File: config.mk
export PLATFORM = sky130hd
export DESIGN_NAME = stack_ctrl
export DESIGN_NICKNAME = d
export VERILOG_FILES = /design/src/rtl/stack_ctrl_pkg.sv /design/src/rtl/stack_arb.sv /design/src/rtl/stack_ctrl.sv
export SDC_FILE = /design/constraint.sdc
export NUM_CORES = 1
export LEC_CHECK = 0
export ABC_AREA = 1
export BUFFER_PORTS_ARGS = -buffer_cell sky130_fd_sc_hd__buf_2
export CAP_MARGIN = 20
export CORE_MARGIN = 1
export CORE_UTILIZATION = 40
export CTS_CLUSTER_SIZE = 14
export DETAILED_ROUTE_END_ITERATION = 7
export GPL_TIMING_DRIVEN = 0
export HOLD_SLACK_MARGIN = 0.15
export PLACE_DENSITY_LB_ADDON = 0.15
export RECOVER_POWER = 25
export SYNTH_ARGS = -nofsm -noshare
export SYNTH_HDL_FRONTEND = slang
export SYNTH_SLANG_ARGS = --single-unit
File: constraint.sdc
create_clock -name clk -period 2.35 [get_ports clk]
set_input_delay 0.235 -clock clk [delete_from_list [all_inputs] [get_ports clk]]
set_output_delay 0.235 -clock clk [all_outputs]
set_load 0.02 [all_outputs]
File: src/rtl/stack_ctrl_pkg.sv
// rtl/stack_ctrl_pkg.sv - encodings shared by the stack sequencer and its arbiter
package stack_ctrl_pkg;

  localparam logic [7:0] SP_TOP_DEF      = 8'hFF;
  localparam int         STACK_DEPTH_DEF = 80;

  typedef enum logic [1:0] {
    OP_NOP  = 2'b00,
    OP_PUSH = 2'b01,
    OP_POP  = 2'b10,
    OP_LOAD = 2'b11
  } op_e;

  typedef enum logic [1:0] {
    SP_HOLD = 2'b00,
    SP_DEC  = 2'b01,
    SP_INC  = 2'b10,
    SP_LOAD = 2'b11
  } sp_rw_e;

  typedef enum logic [2:0] {
    ST_INIT,
    ST_IDLE,
    ST_PUSH,
    ST_POP_RD,
    ST_POP_DATA,
    ST_LOAD,
    ST_NOP
  } state_e;

endpackage

File: src/rtl/stack_arb.sv
// rtl/stack_arb.sv - two-way fixed-priority arbiter, requester 1 wins, grant held until next pick
module stack_arb (
  input  logic       clk,
  input  logic       rst_n,
  input  logic       i_en,
  input  logic [1:0] i_req,
  output logic [1:0] o_win,
  output logic [1:0] o_gnt
);

  logic [1:0] r_gnt;

  assign o_win = i_req[1] ? 2'b10 : (i_req[0] ? 2'b01 : 2'b00);
  assign o_gnt = r_gnt;

  always_ff @(posedge clk or negedge rst_n) begin
    if (!rst_n) begin
      r_gnt <= 2'b00;
    end else if (i_en && (|i_req)) begin
      r_gnt <= o_win;
    end
  end

endmodule

File: src/rtl/stack_ctrl.sv
// rtl/stack_ctrl.sv - stack pointer/RAM sequencer; STACK_CTRL_GUARD_EN enables overflow/underflow/bad-load guarding
module stack_ctrl
  import stack_ctrl_pkg::*;
#(
  parameter logic [7:0] SP_TOP      = SP_TOP_DEF,
  parameter int         STACK_DEPTH = STACK_DEPTH_DEF
) (
  input  logic        clk,
  input  logic        rst_n,
  input  logic [1:0]  req,
  input  logic [3:0]  op,
  input  logic [15:0] wdata,
  output logic [1:0]  ack,
  output logic [7:0]  rdata,
  output logic        err,
  input  logic        err_clr,
  output logic [6:0]  depth,
  output logic [1:0]  sp_rw,
  output logic [7:0]  sp_ld,
  input  logic [7:0]  sp_addr,
  output logic [7:0]  mem_addr,
  output logic        mem_we,
  output logic [7:0]  mem_wdata,
  output logic        mem_re,
  input  logic [7:0]  mem_rdata
);

`ifdef STACK_CTRL_GUARD_EN
  localparam bit GUARD = 1'b1;
`else
  localparam bit GUARD = 1'b0;
`endif
  localparam logic [7:0] SP_FLOOR  = SP_TOP - 8'(STACK_DEPTH);
  localparam logic [6:0] DEPTH_MAX = 7'(STACK_DEPTH);

  state_e     r_state;
  sp_rw_e     r_sp_rw;
  logic [1:0] r_ack;
  logic [7:0] r_rdata, r_sp_ld, r_mem_wdata, r_wd;
  logic [6:0] r_depth;
  logic       r_err, r_mem_we, r_mem_re;

  logic [1:0] w_win, w_gnt;
  op_e        w_op;
  logic [7:0] w_wd;
  logic       w_push_flt, w_pop_flt, w_load_flt, w_fault;

  stack_arb u_arb (
    .clk   (clk),
    .rst_n (rst_n),
    .i_en  (r_state == ST_IDLE),
    .i_req (req),
    .o_win (w_win),
    .o_gnt (w_gnt)
  );

  always_comb begin
    w_op = op_e'(op[1:0]);
    w_wd = wdata[7:0];
    if (w_win[1]) begin
      w_op = op_e'(op[3:2]);
      w_wd = wdata[15:8];
    end
  end

  assign w_push_flt = GUARD && (r_depth == DEPTH_MAX);
  assign w_pop_flt  = GUARD && (r_depth == 7'd0);
  assign w_load_flt = GUARD && (w_wd < SP_FLOOR);
  assign w_fault    = (r_state == ST_IDLE) && (|req) &&
                      (((w_op == OP_PUSH) && w_push_flt) ||
                       ((w_op == OP_POP)  && w_pop_flt)  ||
                       ((w_op == OP_LOAD) && w_load_flt));

  // Outputs are registered on the edge that enters the state they belong to.
  always_ff @(posedge clk or negedge rst_n) begin
    if (!rst_n) begin
      r_state     <= ST_INIT;
      r_sp_rw     <= SP_HOLD;
      r_ack       <= 2'b00;
      r_rdata     <= 8'h00;
      r_sp_ld     <= 8'h00;
      r_mem_wdata <= 8'h00;
      r_wd        <= 8'h00;
      r_depth     <= 7'd0;
      r_err       <= 1'b0;
      r_mem_we    <= 1'b0;
      r_mem_re    <= 1'b0;
    end else begin
      r_ack    <= 2'b00;
      r_mem_we <= 1'b0;
      r_mem_re <= 1'b0;
      r_sp_rw  <= SP_HOLD;
      r_err    <= w_fault ? 1'b1 : (err_clr ? 1'b0 : r_err);
      case (r_state)
        ST_INIT: begin
          r_sp_rw <= SP_LOAD;
          r_sp_ld <= SP_TOP;
          r_depth <= 7'd0;
          r_state <= ST_IDLE;
        end
        ST_IDLE: begin
          if (|req) begin
            r_wd    <= w_wd;
            r_ack   <= w_win;
            r_state <= ST_NOP;
            case (w_op)
              OP_PUSH: if (!w_push_flt) begin
                r_mem_we    <= 1'b1;
                r_mem_wdata <= w_wd;
                r_sp_rw     <= SP_DEC;
                r_state     <= ST_PUSH;
              end
              OP_POP: if (w_pop_flt) begin
                r_rdata <= 8'h00;
              end else begin
                r_ack    <= 2'b00;
                r_sp_rw  <= SP_INC;
                r_mem_re <= 1'b1;
                r_state  <= ST_POP_RD;
              end
              OP_LOAD: if (!w_load_flt) begin
                r_sp_rw <= SP_LOAD;
                r_sp_ld <= w_wd;
                r_state <= ST_LOAD;
              end
              default: ;
            endcase
          end
        end
        ST_PUSH: begin
          r_depth <= r_depth + 7'd1;
          r_state <= ST_IDLE;
        end
        ST_POP_RD: begin
          r_depth <= r_depth - 7'd1;
          r_ack   <= w_gnt;
          r_state <= ST_POP_DATA;
        end
        ST_POP_DATA: begin
          r_rdata <= mem_rdata;
          r_state <= ST_IDLE;
        end
        ST_LOAD: begin
          r_depth <= 7'(SP_TOP - r_wd);
          r_state <= ST_IDLE;
        end
        default: r_state <= ST_IDLE;
      endcase
    end
  end

  // RAM data arrives during POP_DATA, so forward it while the ack is up.
  assign rdata     = (r_state == ST_POP_DATA) ? mem_rdata : r_rdata;
  assign ack       = r_ack;
  assign err       = r_err;
  assign depth     = r_depth;
  assign sp_rw     = r_sp_rw;
  assign sp_ld     = r_sp_ld;
  assign mem_addr  = sp_addr;
  assign mem_we    = r_mem_we;
  assign mem_wdata = r_mem_wdata;
  assign mem_re    = r_mem_re;

endmodule

Yosys cells after proc, flatten, opt, wreduce, memory -nomap -nowiden
Cells that the tools add are included.

Input port bits: 41. Flip-flop bits (word level): 49. Output and inout bits: 46.

Add/subtract/negate cells: 3. Eq/ne operators: 10. Reduce and logical (&&, ||, !) cells: 8. Mux-type cells: 24.

Operators by type and width (count): 2-to-1 mux 8 bit (4); case mux 7 bit (4 select lines) (1); case mux 8 bit (2 select lines) (1); 2-to-1 mux 2 bit (5); case mux 3 bit (3 select lines) (1); case mux 2 bit (2 select lines) (2); adder 7 x 1 -> 7 bit, second input constant (1); 2-to-1 mux 1 bit (7); subtractor 7 x 1 -> 7 bit, second input constant (1); subtractor 7 bit, first input constant (1); == test 3 x 2 -> 1 bit, second input constant (2); == test 3 bit, second input constant (2); case mux 2 bit (3 select lines) (1); case mux 3 bit (2 select lines) (1); AND reduction 3 bit (2); == test 2 bit, second input constant (2); inequality test 2 bit, second input constant (2); nonzero test 4 bit (1); == test 3 x 1 -> 1 bit, second input constant (1); zero test 3 bit (1); 2-to-1 mux 3 bit (1); == test 2 x 1 -> 1 bit, second input constant (1); AND reduction 2 bit (1); nonzero test 2 bit (1); 2 further kinds (2).

Depth between registers and ports, before layout
Gate-level depths: netlist of the first run.

Word-level depth: 7. Depth in mapped cells: 16. Gate-level depth less buffers: 15.

Modules after synthesis
Synthesis of the first run repeated with hierarchy kept, for this count alone.

Cell total of the unflattened synthesis: 264. Area total of the unflattened synthesis: 2463.6 sq um.

Modules (own cells, without submodules): stack_ctrl (area an instance 2363.5 sq um, cells each 250, instances 1); stack_arb (area an instance 100.1 sq um, cells each 14, instances 1).

Worst setup path before layout of the first run
Ideal clock, no wire load.

Path kind: register to register. From: register r_state[2]. To: register r_depth[6] (netlist: depth[6]). Path buffers: 1. Cell stages (with the launch flop): 17. Slack: 0.713 ns. Data arrival time: 1.520 ns. Cells stage by stage: dfrtp_1 -> inv_2 -> nand3_2 -> buf_6 -> nand2_1 -> nand2_1 -> inv_1 -> ha_1 -> inv_1 -> nand2_1 -> inv_2 -> nor2_2 -> nand3_1 -> nand2_1 -> nand2_1 -> nand3_1 -> nand2_1.

Longest elaborated chain between the ends: 2. Elaborated cells between the ends (all ways): 6. Those cells by class: 3 x eq/ne; 1 x mux; 2 x reduce/logical.

Ends and longest elaborated chain: start, declared (line stack_ctrl.sv:36) `state_e r_state;`; start signal, assigned (line stack_ctrl.sv:77) `r_state <= ST_INIT;`; start signal, assigned (line stack_ctrl.sv:99) `r_state <= ST_IDLE;`; start signal, assigned (line stack_ctrl.sv:105) `r_state <= ST_NOP;`; == test 3 bit, or another cell as far along (line stack_ctrl.sv:94) `case (r_state)`; case mux 7 bit (4 select lines) or nonzero test 4 bit (tied branches); end signal, assigned (line stack_ctrl.sv:131) `r_depth <= r_depth + 7'd1;`; end signal, assigned (line stack_ctrl.sv:135) `r_depth <= r_depth - 7'd1;`; end signal, assigned (line stack_ctrl.sv:144) `r_depth <= 7'(SP_TOP - r_wd);`; end, declared (line stack_ctrl.sv:40) `logic [6:0] r_depth;`.

Parallel ways exist; a longest one is shown, timed or not. A chain may end at the register's enable or synchronous reset.

Final worst setup path of the first run
From: register r_state[0]. To: output port rdata[0].

Longest elaborated chain between the ends: 2.

Ends and longest elaborated chain: == test 3 bit (line stack_ctrl.sv:153) `assign rdata = (r_state == ST_POP_DATA) ? mem_rdata : r_rdata;`; 2-to-1 mux 8 bit (line stack_ctrl.sv:153); end, declared (line stack_ctrl.sv:14) `output logic [7:0] rdata,`.

No other way between the ends.

==> run_results.csv, run 1 <==
group,metric,value,unit
floorplanning,boundaryPins,87,
floorplanning,start_util,0.423,
setup_path,crit_fanout,8,
min_path,hp-start,"mem_rdata[5]",
setup_path,reg2reg_to,"depth[6]",
floorplanning,die_w,79.2,µm
layout,nets,391,
place,place_ws,285,ps
layout,antenna_cells,0,
floorplanning,die_y,79.2,µm
setup_path,rrSetupSlack,560,ps
setup_path,reg2reg_from,"r_state[2]",
timing,final.min_clock_period,2070,ps
power,power_density,1330,mW/mm²
layout,final_layout_size_suffix_gt1_frac,0.332,
timing,setup_viol,0,
cts,cts_made_buffers,5,
route,drt_iter0_markers,65,
global_route,first_global_vias,1865,
setup_path,criticalPathCategory,"flip-flop to output pin",
power,p_leak,1.57,nW
logic_synthesis,synth_cells,260,
logic_synthesis,yosysWarnings,0,
setup_path,critPathCaptureType,"output pin",
logic_synthesis,syn-cell-area,0.00239,mm²
route,vias,2021,
route,drc,0,
global_route,grtUsageTotal,0.182,
min_path,hp-class,"input port to flip-flop",
run_status,status,"complete, no violations",
layout,finalInstanceArea,0.00297,mm²
floorplanning,core.rowCount,27,
global_route,grt_start_max_net_pins,50,
setup_path,critPathLaunch,"r_state[0]",
place,hpwl,3.94,mm
setup_path,ff2ff_path_depth,16,
route,drt-vias-per-instance,4.83,
cts,clkSinkCount,49,
timing,post-route-worst-setup-slack,284,ps
timing,hold_violations,0,
global_route,grt_pass1_wl,8.78,mm
timing,max_clock_freq,0.484,GHz
timing,slew_headroom,0.385,
timing,worst_pin_slew,923,ps
timing,holdWs,176,ps
timing,fin_tns_setup,0,ps
cts,clkLatencyLatePin,300,ps
cts,h-tree-depth,2,
global_route,gr-total-overflow,0,
setup_path,critPathCapture,"rdata[0]",
setup_path,worstPathArrival,1830,ps
cts,clockBufferDepth,2,
cts,cts_tree,"done",
logic_synthesis,ys_types,31,
cts,clk_pin_slew,90,ps
timing,fin_crit_sh,0.879,
layout,area_growth,24.3,%
cts,cts_setup_buffers,0,
cts,cts_root_buffer,"clkbuf_8",
global_route,antenna_found_initial,0,
logic_synthesis,syn_area_per_cell,9.18,µm²
logic_synthesis,seq_area_frac_synth,0.514,
timing,grt_setup_unrepaired,"no",
setup_path,required,2120,ps
logic_synthesis,synth_seq_cells,49,
place,gp_congestion,0.806,
timing,clock-skew-final,5.54,ps
route,drt_pass1_iterations,4,
power,ir_drop,0.637,mV
place,io_buffers,76,
layout,n_fill_cell,548,
timing,slew_viol_final,0,
setup_path,critPathLaunchType,"flip-flop",
floorplanning,core,0.00564,mm²
route,postRouteAntennaNets,0,
route,detail_route.wl_per_cell,12.8,µm
place,dpl_cell_area,0.00286,mm²
flow_run,max-cap-violations,0,
route,routed_wl,5.34,mm
logic_synthesis,syn-num-nets,306,
floorplanning,die_area,0.00628,mm²
-- metal layers --
metal / wire (µm) / up-vias / track usage / part of all wire
met3: 251 / 6 / 0.0448 / 0.047
met1: 2510 / 941 / 0.239 / 0.47
li1: - / 1023 / - / -
met4: 62 / 0 / 0.0564 / 0.012
met2: 2520 / 51 / 0.294 / 0.47
met5: 0 / - / 0 / 0
-- kinds of logic (layout without fill, tap and decap cells) --
logic type      Yosys count  after routing  share of synthesized area
fa+ha+maj                 5              5                     0.0262
xor+xnor                  1              1                    0.00367
flops                    49             49                      0.514
simple gates             98             98                      0.181
buf+inv                  46            132                     0.0928
mux                      16             16                     0.0713
compound gates           44             44                      0.110
other cells               1              1                    0.00157
-- sequential cells by signal, indices dropped and copies added, names as in the netlist --
signal,cells
depth,7
u_arb.o_gnt,2
ack,2
sp_ld,8
mem_we,1
r_rdata,8
r_wd,7
mem_wdata,8
mem_re,1
r_state,3
sp_rw,2
-- worst min path at each step --
stage,to,slack (ps),depth (start not counted)
after floorplan,ack[0],-60,0
after global placement,mem_wdata[2],470,2
after detailed placement,mem_wdata[1],480,2
after CTS,r_rdata[5],160,2
after global routing,r_rdata[1],170,2
final,r_rdata[5],180,2
-- power breakdown --
group / total [W] / internal, W / switching [W] / leakage, nW
logic: 0.00197 / 0.000700 / 0.00127 / 0.931
clock network: 0.000557 / 0.000272 / 0.000284 / 0.0549
registers: 0.00141 / 0.00121 / 0.000198 / 0.584
-- critical path: stages, from the launching register on --
cell and delay [ps]:
dfrtp_1 360, buf_2 170, inv_1 90, nand3_1 340, mux2_2 410, buf_2 160
-- through the flow --
stage / total power [W] / utilization / cells
4_1_cts: 0.00398 / 0.525 / 416
5_1_grt: 0.00426 / 0.526 / 418
6_report: 0.00394 / 0.526 / 418
3_3_place_gp: 0.00337 / 0.506 / 408
3_5_place_dp: 0.00341 / 0.506 / 408
2_1_floorplan: 0.00282 / - / 260
-- final cells by class --
type                       count  area, µm²  area share
clock buffer                   7       96.3      0.0325
inverter                      30        113      0.0380
timing repair buffer          78        384       0.130
clock inverter                 1       8.76     0.00295
sequential                    49       1230       0.414
tap                           72       90.1      0.0304
multi-input combinational    165        938       0.316
buffer                        16        109      0.0367
-- synthesized netlist by cell type --
library cell,n,area [µm²]
nor2_4,1,11.3
nand2_1,52,195
buf_4,9,67.6
nand2_2,2,12.5
nand3_1,15,75.1
a21oi_1,5,25.0
nand3_2,1,10.0
nand4_1,1,6.26
o21ai_1,15,75.1
nand3b_1,1,7.51
buf_2,6,30.0
or2_2,4,25.0
inv_1,26,97.6
ha_1,5,62.6
conb_1,1,3.75
a41o_1,2,20.0
mux2i_1,8,80.1
buf_6,1,11.3
o21ai_0,6,30.0
o21bai_1,1,7.51
mux2_2,8,90.1
o22ai_1,3,18.8
a31oi_1,8,50.1
nor2_1,17,63.8
inv_2,4,15.0
nor2_2,3,18.8
o221ai_1,3,26.3
or2_0,1,6.26
xor2_1,1,8.76
o32ai_1,1,8.76
dfrtp_1,49,1230
-- what timing repair did --
item | CTS | global route
hold buffers | 0 | 1
resized for setup | 0 | 0
endpoints found under the hold margin | 0 | 12
-- placed cells by master (no fill, tap or decap) --
cell,n
nor2_1,17
buf_2,73
o21ai_0,6
nand3b_1,1
or2_0,1
inv_6,1
clkbuf_1,9
or2_2,4
clkbuf_8,7
nand2_2,2
a21oi_1,5
inv_1,26
o21bai_1,1
nand4_1,1
o21ai_1,15
o32ai_1,1
mux2i_1,8
inv_2,4
dlygate4sd3_1,1
o221ai_1,3
nor2_4,1
ha_1,5
conb_1,1
dfrtp_1,49
clkbuf_2,1
buf_4,9
xor2_1,1
buf_6,1
o22ai_1,3
a31oi_1,8
nand3_2,1
nand2_1,52
nor2_2,3
a41o_1,2
nand3_1,15
mux2_2,8
(Power assumes the default switching activity.)
==> inputs of run 2 (changes only) <==
--- a/config.mk
+++ b/config.mk
@@ -5,7 +5,6 @@
 export SDC_FILE = /design/constraint.sdc
 export NUM_CORES = 1
 export LEC_CHECK = 0
-export ABC_AREA = 1
 export BUFFER_PORTS_ARGS = -buffer_cell sky130_fd_sc_hd__buf_2
 export CAP_MARGIN = 20
 export CORE_MARGIN = 1
==> run_results.csv, run 2 <==
group,metric,value,unit
setup_path,worstPathCellList,"nor2b_4, and2_1, buf_2, mux2_2, buf_2",
cts,clkLatencyLatePin,310,ps
logic_synthesis,seq_area_frac_synth,0.481,
place,gp_congestion,0.842,
logic_synthesis,synth_xor_area_frac,0.00687,
layout,antenna_cells,0,
logic_synthesis,synth_seq_cells,49,
timing,fin_tns_setup,0,ps
layout,nets,372,
timing,worst_pin_slew,1310,ps
cts,cts_tree,"done",
floorplanning,boundaryPins,87,
logic_synthesis,synth.most_common_cell,"dfrtp_1",
floorplanning,die_area,0.00670,mm²
floorplanning,die_w,81.8,µm
power,power_density,1310,mW/mm²
setup_path,critPathLaunchType,"flip-flop",
global_route,grt_start_max_net_pins,28,
logic_synthesis,synth_top_family_by_area,"multiplexers",
global_route,antenna_found_initial,0,
setup_path,ff2ff_path_depth,8,
setup_path,critPathCaptureType,"output pin",
logic_synthesis,yosys.area_share.simple,0.116,
timing,setup_viol,0,
flow_run,max-cap-violations,0,
setup_path,criticalPathCategory,"flip-flop to output pin",
timing,post-route-worst-setup-slack,148,ps
layout,layout_commonest_cell,"buf_2",
logic_synthesis,synth_edf_count,0,
floorplanning,die_y,81.8,µm
logic_synthesis,syn_area_per_cell,10.5,µm²
power,ir_drop,0.545,mV
logic_synthesis,syn-cell-area,0.00255,mm²
timing,hold_violations,0,
min_path,hp-class,"input port to flip-flop",
global_route,first_global_vias,1970,
layout,mostFrequentLayoutCells,"buf_2, dfrtp_1, mux2_2, nor2_1, a21oi_1",
timing,slew_headroom,0.129,
timing,fin_crit_sh,0.937,
layout,multiInputGateArea,0.00115,mm²
cts,clkSinkCount,49,
layout,seq_area,0.00123,mm²
logic_synthesis,async_reset_ff_frac,1.00,
logic_synthesis,synth_cells,242,
logic_synthesis,synth_compound_area_frac,0.143,
global_route,grt_pass1_wl,9.24,mm
setup_path,rrSetupSlack,320,ps
route,drc,0,
timing,max_clock_freq,0.454,GHz
route,vias,2033,
layout,n_fill_cell,559,
route,routed_wl,5.58,mm
layout,area_growth,22.8,%
setup_path,worstPathArrival,1970,ps
global_route,grtUsageTotal,0.184,
route,drt-vias-per-instance,5.07,
logic_synthesis,synthFlopType,"dfrtp_1",
floorplanning,core,0.00603,mm²
timing,clock-skew-final,8.07,ps
logic_synthesis,ys_types,46,
cts,clockBufferDepth,2,
place,place_ws,185,ps
route,detail_route.wl_per_cell,13.9,µm
logic_synthesis,synth_mux_area_frac,0.157,
route,drt_iter0_markers,90,
setup_path,cpPeakStageDelay,470,ps
cts,cts_made_buffers,5,
route,postRouteAntennaNets,0,
floorplanning,core.rowCount,28,
cts,h-tree-depth,2,
logic_synthesis,synth_top_area_cell,"dfrtp_1",
logic_synthesis,yosysWarnings,0,
min_path,min_path_cells,2,
layout,final_layout_size_suffix_gt1_frac,0.405,
logic_synthesis,netlist_top_cells_count,"dfrtp_1, mux2_2, nor2_1",
run_status,status,"complete, no violations",
setup_path,crit_fanout,9,
floorplanning,start_util,0.423,
logic_synthesis,synth_area_leaders,"dfrtp_1, mux2_2, a21oi_1, nor2_1, buf_4",
cts,cts_root_buffer,"clkbuf_8",
cts,cts_setup_buffers,0,
setup_path,critPathSlowestCell,"dfrtp_1",
timing,holdWs,169,ps
timing,slew_viol_final,0,
power,total_power,0.00411,W
cts,clk_pin_slew,90,ps
setup_path,crit_top_cell,"buf_2",
place,io_buffers,75,
power,p_leak,1.46,nW
timing,final.min_clock_period,2200,ps
logic_synthesis,syn-num-nets,288,
place,hpwl,4.08,mm
route,drt_pass1_iterations,4,
timing,grt_setup_unrepaired,"no",
logic_synthesis,synthAdderAreaFrac,0.0245,
setup_path,required,2120,ps
logic_synthesis,synth_top_area_share,0.481,
global_route,gr-total-overflow,0,
-- run 2: changes by cell type in the layout (fill, tap and decap cells not counted), sizes merged, moves of 6 or more --
cell / change
a21oi: +20
a31oi: -8
inv: -24
o21ai: -6
nor2: +6
mux2: +24
nand3: -15
nand2: -44
-- run 2: path summary, 6_finish.rpt --
check,start,end
max,r_state[2],rdata[7]
min,mem_rdata[2],r_rdata[2]
max reg2reg,r_state[2],depth[2]
min reg2reg,u_arb.o_gnt[0],ack[0]
max in group asynchronous,rst_n,depth[5]
min in group asynchronous,rst_n,mem_wdata[7]
-- run 2: final cells by class --
class                      instances  share of cell area
timing repair buffer              77               0.125
clock inverter                     1             0.00240
sequential                        49               0.392
tap                               75              0.0300
clock buffer                       6              0.0264
multi-input combinational        163               0.368
inverter                           7             0.00839
buffer                            23              0.0483
-- run 2: kinds of logic after synthesis --
logic type                 Yosys count
xor gates and xnor gates             2
buffers and inverters               30
and+or+nand+nor                     60
DFF                                 49
AOI/OAI and AO/OA                   59
adders and majority gates            5
muxes                               36
other                                1
-- run 2: critical path: cells and delay by family, from the launching register on --
family	cells	cell delay, ps
multiplexers	1	370
flip-flops	1	470
AND/OR/NAND/NOR	2	430
buffers and inverters	2	380
-- run 2: where the power goes --
| part | leakage, nW | internal (W) | switching (W) | total, W |
|---|---|---|---|---|
| clock | 0.0433 | 0.000233 | 0.000284 | 0.000517 |
| combinational | 0.839 | 0.000896 | 0.00127 | 0.00217 |
| sequential | 0.579 | 0.00122 | 0.000210 | 0.00143 |
-- run 2: routing by layer --
metal	vias to the layer above	routed length [µm]	global-route usage
met3	7	282	0.0456
met5	-	0	0
li1	1007	-	-
met1	962	2670	0.242
met2	57	2540	0.294
met4	0	85	0.0614
-- run 2: what timing repair did --
item	4_1_cts	5_1_grt
endpoints found under the setup margin	8	8
gates resized for setup	1	1
hold buffers	1	0
endpoints found under the hold margin	22	0
-- run 2: stage by stage --
step	area, µm²	util	std cells
2_1_floorplan	2550	-	242
5_1_grt	3130	0.520	401
3_3_place_gp	3020	0.501	392
3_5_place_dp	3040	0.504	393
6_report	3130	0.520	401
4_1_cts	3140	0.521	401
